File: src/rtl/ldm_stm_reg_sequencer_pkg.sv
// ldm_stm_reg_sequencer_pkg: shared state encodings, mux-select constants and popcount helper
package ldm_stm_reg_sequencer_pkg;
   typedef enum logic [1:0] {
      IDLE = 2'b00,
      XFER = 2'b01,
      DONE = 2'b10
   } state_t;
   localparam logic [2:0] MUX_SEL_DEFAULT = 3'b000;
   localparam logic [2:0] MUX_SEL_SEQ     = 3'b011;
   function automatic logic [4:0] popcount16(input logic [15:0] v);
      logic [4:0] c;
      c = '0;
      for (int i = 0; i < 16; i++) c = c + 5'(v[i]);
      return c;
   endfunction
endpackage

File: src/rtl/ldm_stm_reg_sequencer_if.sv
// ldm_stm_reg_sequencer_if: request/beat bus between the LDM/STM datapath and the register sequencer
interface ldm_stm_reg_sequencer_if;
   logic        start;
   logic [15:0] reg_list;
   logic        up;
   logic        advance;
   logic        busy;
   logic        valid;
   logic [3:0]  reg_num;
   logic        last;
   logic [4:0]  count;
   logic [2:0]  mux_sel;
   logic        done;
   modport master (
      output start, reg_list, up, advance,
      input  busy, valid, reg_num, last, count, mux_sel, done
   );
   modport slave (
      input  start, reg_list, up, advance,
      output busy, valid, reg_num, last, count, mux_sel, done
   );
endinterface

File: src/rtl/ldm_stm_reg_sequencer_reg_list_prio_enc.sv
// reg_list_prio_enc: bidirectional 16->4 priority encoder; lowest set bit when i_dir=1, highest otherwise
module reg_list_prio_enc (
   input  logic [15:0] i_mask,
   input  logic        i_dir,
   output logic [3:0]  o_idx,
   output logic        o_any,
   output logic        o_one_hot
);
   logic [3:0] w_lo;
   logic [3:0] w_hi;
   always_comb begin
      w_lo = '0;
      w_hi = '0;
      for (int i = 15; i >= 0; i--) w_lo = i_mask[i] ? 4'(i) : w_lo;
      for (int i = 0; i < 16; i++) w_hi = i_mask[i] ? 4'(i) : w_hi;
   end
   assign o_idx     = i_dir ? w_lo : w_hi;
   assign o_any     = |i_mask;
   assign o_one_hot = o_any && ~|(i_mask & (i_mask - 16'd1));
endmodule

File: src/rtl/ldm_stm_reg_sequencer.sv
// ldm_stm_reg_sequencer: walks an LDM/STM register list, one register number per beat,
// and steers the register-file address mux to it while the transfer runs
module ldm_stm_reg_sequencer
   import ldm_stm_reg_sequencer_pkg::*;
(
   input logic                   clk,
   input logic                   reset,
   ldm_stm_reg_sequencer_if.slave bus
);
   state_t      r_state;
   logic [15:0] r_mask;
   logic        r_dir;
   logic [4:0]  r_count;
   logic [3:0]  w_idx;
   logic        w_any;
   logic        w_one_hot;
   logic        w_valid;

   reg_list_prio_enc u_enc (
      .i_mask    (r_mask),
      .i_dir     (r_dir),
      .o_idx     (w_idx),
      .o_any     (w_any),
      .o_one_hot (w_one_hot)
   );

   always_ff @(posedge clk) begin
      if (reset) begin
         r_state <= IDLE;
         r_mask  <= '0;
         r_dir   <= 1'b1;
         r_count <= '0;
      end else begin
         case (r_state)
            IDLE: if (bus.start) begin
               r_mask  <= bus.reg_list;
               r_dir   <= bus.up;
               r_count <= popcount16(bus.reg_list);
               r_state <= |bus.reg_list ? XFER : DONE;
            end
            XFER: if (bus.advance) begin
               r_mask  <= r_mask & ~(16'd1 << w_idx);
               r_state <= w_one_hot ? DONE : XFER;
            end
            default: r_state <= IDLE;
         endcase
      end
   end

   // mask is never empty in XFER; gating on w_any keeps mux_sel safe regardless
   assign w_valid     = (r_state == XFER) && w_any;
   assign bus.busy    = r_state != IDLE;
   assign bus.valid   = w_valid;
   assign bus.reg_num = w_valid ? w_idx : 4'd0;
   assign bus.last    = w_valid && w_one_hot;
   assign bus.count   = r_count;
   assign bus.mux_sel = w_valid ? MUX_SEL_SEQ : MUX_SEL_DEFAULT;
   assign bus.done    = r_state == DONE;
endmodule

File: src/flat_wrapper.sv
// flat-port wrapper written by rule: the top's interface ports become plain ports
module ldm_stm_reg_sequencer_flat import ldm_stm_reg_sequencer_pkg::*;
  (clk, reset, bus_start, bus_reg_list, bus_up, bus_advance, bus_busy, bus_valid, bus_reg_num, bus_last, bus_count, bus_mux_sel, bus_done);
  ldm_stm_reg_sequencer_if bus_i ();
  input logic clk;
  input logic reset;
  input wire logic [$bits(bus_i.start)-1:0] bus_start;
  input wire logic [$bits(bus_i.reg_list)-1:0] bus_reg_list;
  input wire logic [$bits(bus_i.up)-1:0] bus_up;
  input wire logic [$bits(bus_i.advance)-1:0] bus_advance;
  output wire logic [$bits(bus_i.busy)-1:0] bus_busy;
  output wire logic [$bits(bus_i.valid)-1:0] bus_valid;
  output wire logic [$bits(bus_i.reg_num)-1:0] bus_reg_num;
  output wire logic [$bits(bus_i.last)-1:0] bus_last;
  output wire logic [$bits(bus_i.count)-1:0] bus_count;
  output wire logic [$bits(bus_i.mux_sel)-1:0] bus_mux_sel;
  output wire logic [$bits(bus_i.done)-1:0] bus_done;
  assign bus_i.start = bus_start;
  assign bus_i.reg_list = bus_reg_list;
  assign bus_i.up = bus_up;
  assign bus_i.advance = bus_advance;
  assign bus_busy = bus_i.busy;
  assign bus_valid = bus_i.valid;
  assign bus_reg_num = bus_i.reg_num;
  assign bus_last = bus_i.last;
  assign bus_count = bus_i.count;
  assign bus_mux_sel = bus_i.mux_sel;
  assign bus_done = bus_i.done;
  ldm_stm_reg_sequencer u_core (.clk(clk), .reset(reset), .bus(bus_i));
endmodule
File: config.mk
export PLATFORM = sky130hd
export DESIGN_NAME = ldm_stm_reg_sequencer_flat
export DESIGN_NICKNAME = d
export VERILOG_FILES = /design/src/rtl/ldm_stm_reg_sequencer_pkg.sv /design/src/rtl/ldm_stm_reg_sequencer_if.sv /design/src/rtl/ldm_stm_reg_sequencer_reg_list_prio_enc.sv /design/src/rtl/ldm_stm_reg_sequencer.sv /design/src/flat_wrapper.sv
export SDC_FILE = /design/constraint.sdc
export NUM_CORES = 1
export LEC_CHECK = 0
export ABC_AREA = 1
export ABC_CLOCK_PERIOD_IN_PS = 10300
export CORE_ASPECT_RATIO = 1.4
export CORE_UTILIZATION = 58
export DETAILED_ROUTE_END_ITERATION = 7
export PLACE_DENSITY = 0.85
export SYNTH_ARGS = -nofsm -noshare
export SYNTH_HDL_FRONTEND = slang
export SYNTH_SLANG_ARGS = --single-unit
File: constraint.sdc
create_clock -name clk -period 10.3 [get_ports clk]
set_input_delay 1.03 -clock clk [delete_from_list [all_inputs] [get_ports clk]]
set_output_delay 1.03 -clock clk [all_outputs]
set_load 0.01 [all_outputs]
==> key figures <==
Timing
  – Setup tns final: 0 ns
  – Clk_skew: 0.00441 ns
  – Fmax: 0.203 GHz
  – Fin Hold WS: 0.475 ns
  – Pins Over Slew Limit: 0
  – RSZ-0062 raised after global routing: false
  – # setup viols final: 0
  – Worst slew pin tran: 0.603 ns
  – Tmin final: 4.93 ns
  – Slew margin rel.: 59.8%
  – Final period util: 47.8%
  – Hold Vio Cnt, Final: 0

Worst setup path
  – Critical path capture point type: flip-flop
  – CP peak stage delay: 0.56 ns
  – Worst path most repeated cell: fa_1
  – Worst Path Required: 10.46 ns
  – Slowest CP cell: fa_1
  – Crit-path max FO: 3
  – Critical path class: primary input to flip-flop
  – Critical Path AT: 5.09 ns
  – Crit path launch type: primary input
  – CP cell instances: clkdlybuf4s50_1, inv_1, ha_1, inv_1, fa_1, fa_1, fa_1, fa_1, inv_1, fa_1, fa_1, nand2_1, inv_1, o21ai_0, a21oi_1

Placed design
  – Port Buf Inserts: 35
  – Post-DP HPWL: 4.63 mm
  – RD Place Congestion: 0.898
  – Placed cell area: 0.00253 mm^2

Yosys
  – Complex-gate fraction of the synthesized area: 23.9%
  – Synth Area in Simple Gates: 27.1%
  – Main combinational cell family by area after synthesis: simple AND/OR/NAND/NOR gates
  – Ys Warns: 0
  – Mapped Cells: 334
  – Avg Cell Area, Syn: 6.50 um^2
  – Mux cell area share after synthesis: 0%
  – Cell Area, Synth: 0.00217 mm^2
  – Ys async rst share: 0%
  – Seq cells post-synth: 24
  – Cell variety after synth: 34
  – Net Count, Synth: 372
  – Adder-cell share of the synthesized area: 13.2%
  – Seq/Total Area, Yosys: 22.1%
  – Number of flops mapped to enable cells by yosys: 0
  – Most used DFF post-synth: dfxtp_1
  – XOR/XNOR share of the synthesized area: 0.403%

Drt
  – Vias per inst: 5.68
  – DR vias: 2296
  – # DRC: 0
  – Initial DRT Pass Iterations: 4
  – Routed wire length: 5.81 mm
  – Iteration-0 DRC Markers: 110
  – Routed Antenna Nets: 0
  – Routed len/inst: 14.4 um

Run
  – Max_cap viols: 0

Global routing
  – GRT Total Usage: 32.5%
  – Largest net degree at the start of global routing: 21
  – Grt total ovfl: 0
  – Initial antenna violation count: 0
  – Vias in the first global route: 2077
  – First-pass GRT wire length: 9.35 mm

Pwr
  – Max VDD drop: 0.000151 V
  – Pwr Density: 166 mW/mm^2
  – Pleak: 1.14 nW

Floorplanning
  – Die Wd: 53.7 um
  – Top Ports: 37
  – Std cell rows: 25
  – Die height: 74.4 um
  – CORE AREA: 0.00347 mm^2
  – Initial Utilization: 62.6%
  – Die footprint: 0.00400 mm^2

Clock network
  – CTS buffer count: 3
  – Clock Path Buffers: 2
  – CTS tree: done
  – Clk slew on worst S/H paths: 0.08 ns
  – Cts hold-fix bufs: 0
  – Clk Latency, worst-skew pair: 0.27 ns
  – Cts repair resizes: 0
  – Root buf cell: clkbuf_8
  – CTS sink count: 24
  – Post-CTS setup buffer count: 0
  – CTS HTree Levels: 1

Cells and area
  – Final net count: 403
  – Commonest non-fill, non-tap cell in the layout: nand2_1
  – # fillers: 289
  – Area Overhead vs Synth: 18.8%
  – Final non-filler cell area: 0.00258 mm^2
  – Highest-count cells in the layout ignoring fill and taps: 56 x nand2_1, 52 x inv_1, 44 x a21oi_1, 35 x clkdlybuf4s50_1, 32 x nor2_1
  – # diodes: 0
  – Share of cells above drive strength 1: 8.79%

Outcome
  – Status: finished clean

Worst hold path
  – Worst hold path class: flip-flop to flip-flop
-- power by group --
group	internal (W)	switching (W)
Clock	0.0000341	0.0000294
Combinational	0.0000935	0.000148
Sequential	0.000107	0.0000174
Total	0.000234	0.000194
-- metrics by stage --
stage | setup slack (ns) | std cells | utilization (%) | power [W]
floorplan | 5.80 | 334 | - | 0.000293
detailed placement | 5.07 | 400 | 72.8 | 0.000363
global route | 5.13 | 404 | 74.3 | 0.000464
CTS | 5.37 | 404 | 74.3 | 0.000427
global placement | 5.18 | 400 | 72.8 | 0.000357
finish | 5.37 | 404 | 74.3 | 0.000429
-- path summary, 6_finish.rpt --
kind / startpoint / endpoint / slack [ns] / cells past startpoint
setup / recovery: bus_reg_list[1] / u_core.bus.count[4]$_SDFFE_PP0P_ / 5.37 / 15
setup reg to reg: u_core.r_state[0]$_SDFFE_PP0P_ / u_core.r_mask[1]$_SDFFE_PP0P_ / 7.98 / 10
hold / removal: u_core.bus.count[4]$_SDFFE_PP0P_ / u_core.bus.count[4]$_SDFFE_PP0P_ / 0.48 / 2
hold reg to reg: u_core.bus.count[4]$_SDFFE_PP0P_ / u_core.bus.count[4]$_SDFFE_PP0P_ / 0.48 / 2
-- cell families (layout without fill, tap and decap cells) --
logic type               Yosys count  after routing
AO/OA/AOI/OAI                     94             94
buffers and inverters             72            102
AND/OR/NAND/NOR                  125            125
flip-flops                        24             24
XOR/XNOR                           1              1
other                              1              1
adder cells (fa/ha/maj)           17             17
-- critical path, delay by kind of cell --
kind | cells | cell delay (ns)
AO/OA/AOI/OAI | 2 | 0.22
adder cells (fa/ha/maj) | 7 | 3.05
AND/OR/NAND/NOR | 1 | 0.09
buffers and inverters | 5 | 0.71
-- synth_stat cells, drive strengths merged, types with 3 or more instances --
cell type   n  share of area (%)
a211oi      3                1.3
a21oi      45                 11
buf         4                1.3
clkbuf      5               0.86
dfxtp      24                 22
fa         10                9.2
ha          7                4.0
inv        62                 11
nand2      60                 11
nand3       5                1.2
nand4      15                4.3
nor2       40                8.8
o21ai      35                8.4
o21bai      8                2.8
-- registers in the layout, indices dropped and copies added, names as in the netlist --
register,flops
u_core.r_mask,16
u_core.bus.count,5
u_core.r_state,2
u_core.r_dir,1
-- routing by layer --
layer	GRT usage, %	vias up	wire (um)
met5	0	-	0
met1	36.9	1055	2320
li1	-	1140	-
met3	3.48	17	244
met4	12.3	0	135
met2	60.1	84	3110
-- cell type report --
cell class | count | area, um^2 | area share [%]
clock buffers | 4 | 55.1 | 2.13
inverters | 63 | 236 | 9.16
multi-input cells | 238 | 1410 | 54.6
flip-flops and latches | 24 | 480 | 18.6
well taps | 40 | 50.0 | 1.94
repair buffers | 35 | 350 | 13.6
(Power assumes the default switching activity.)
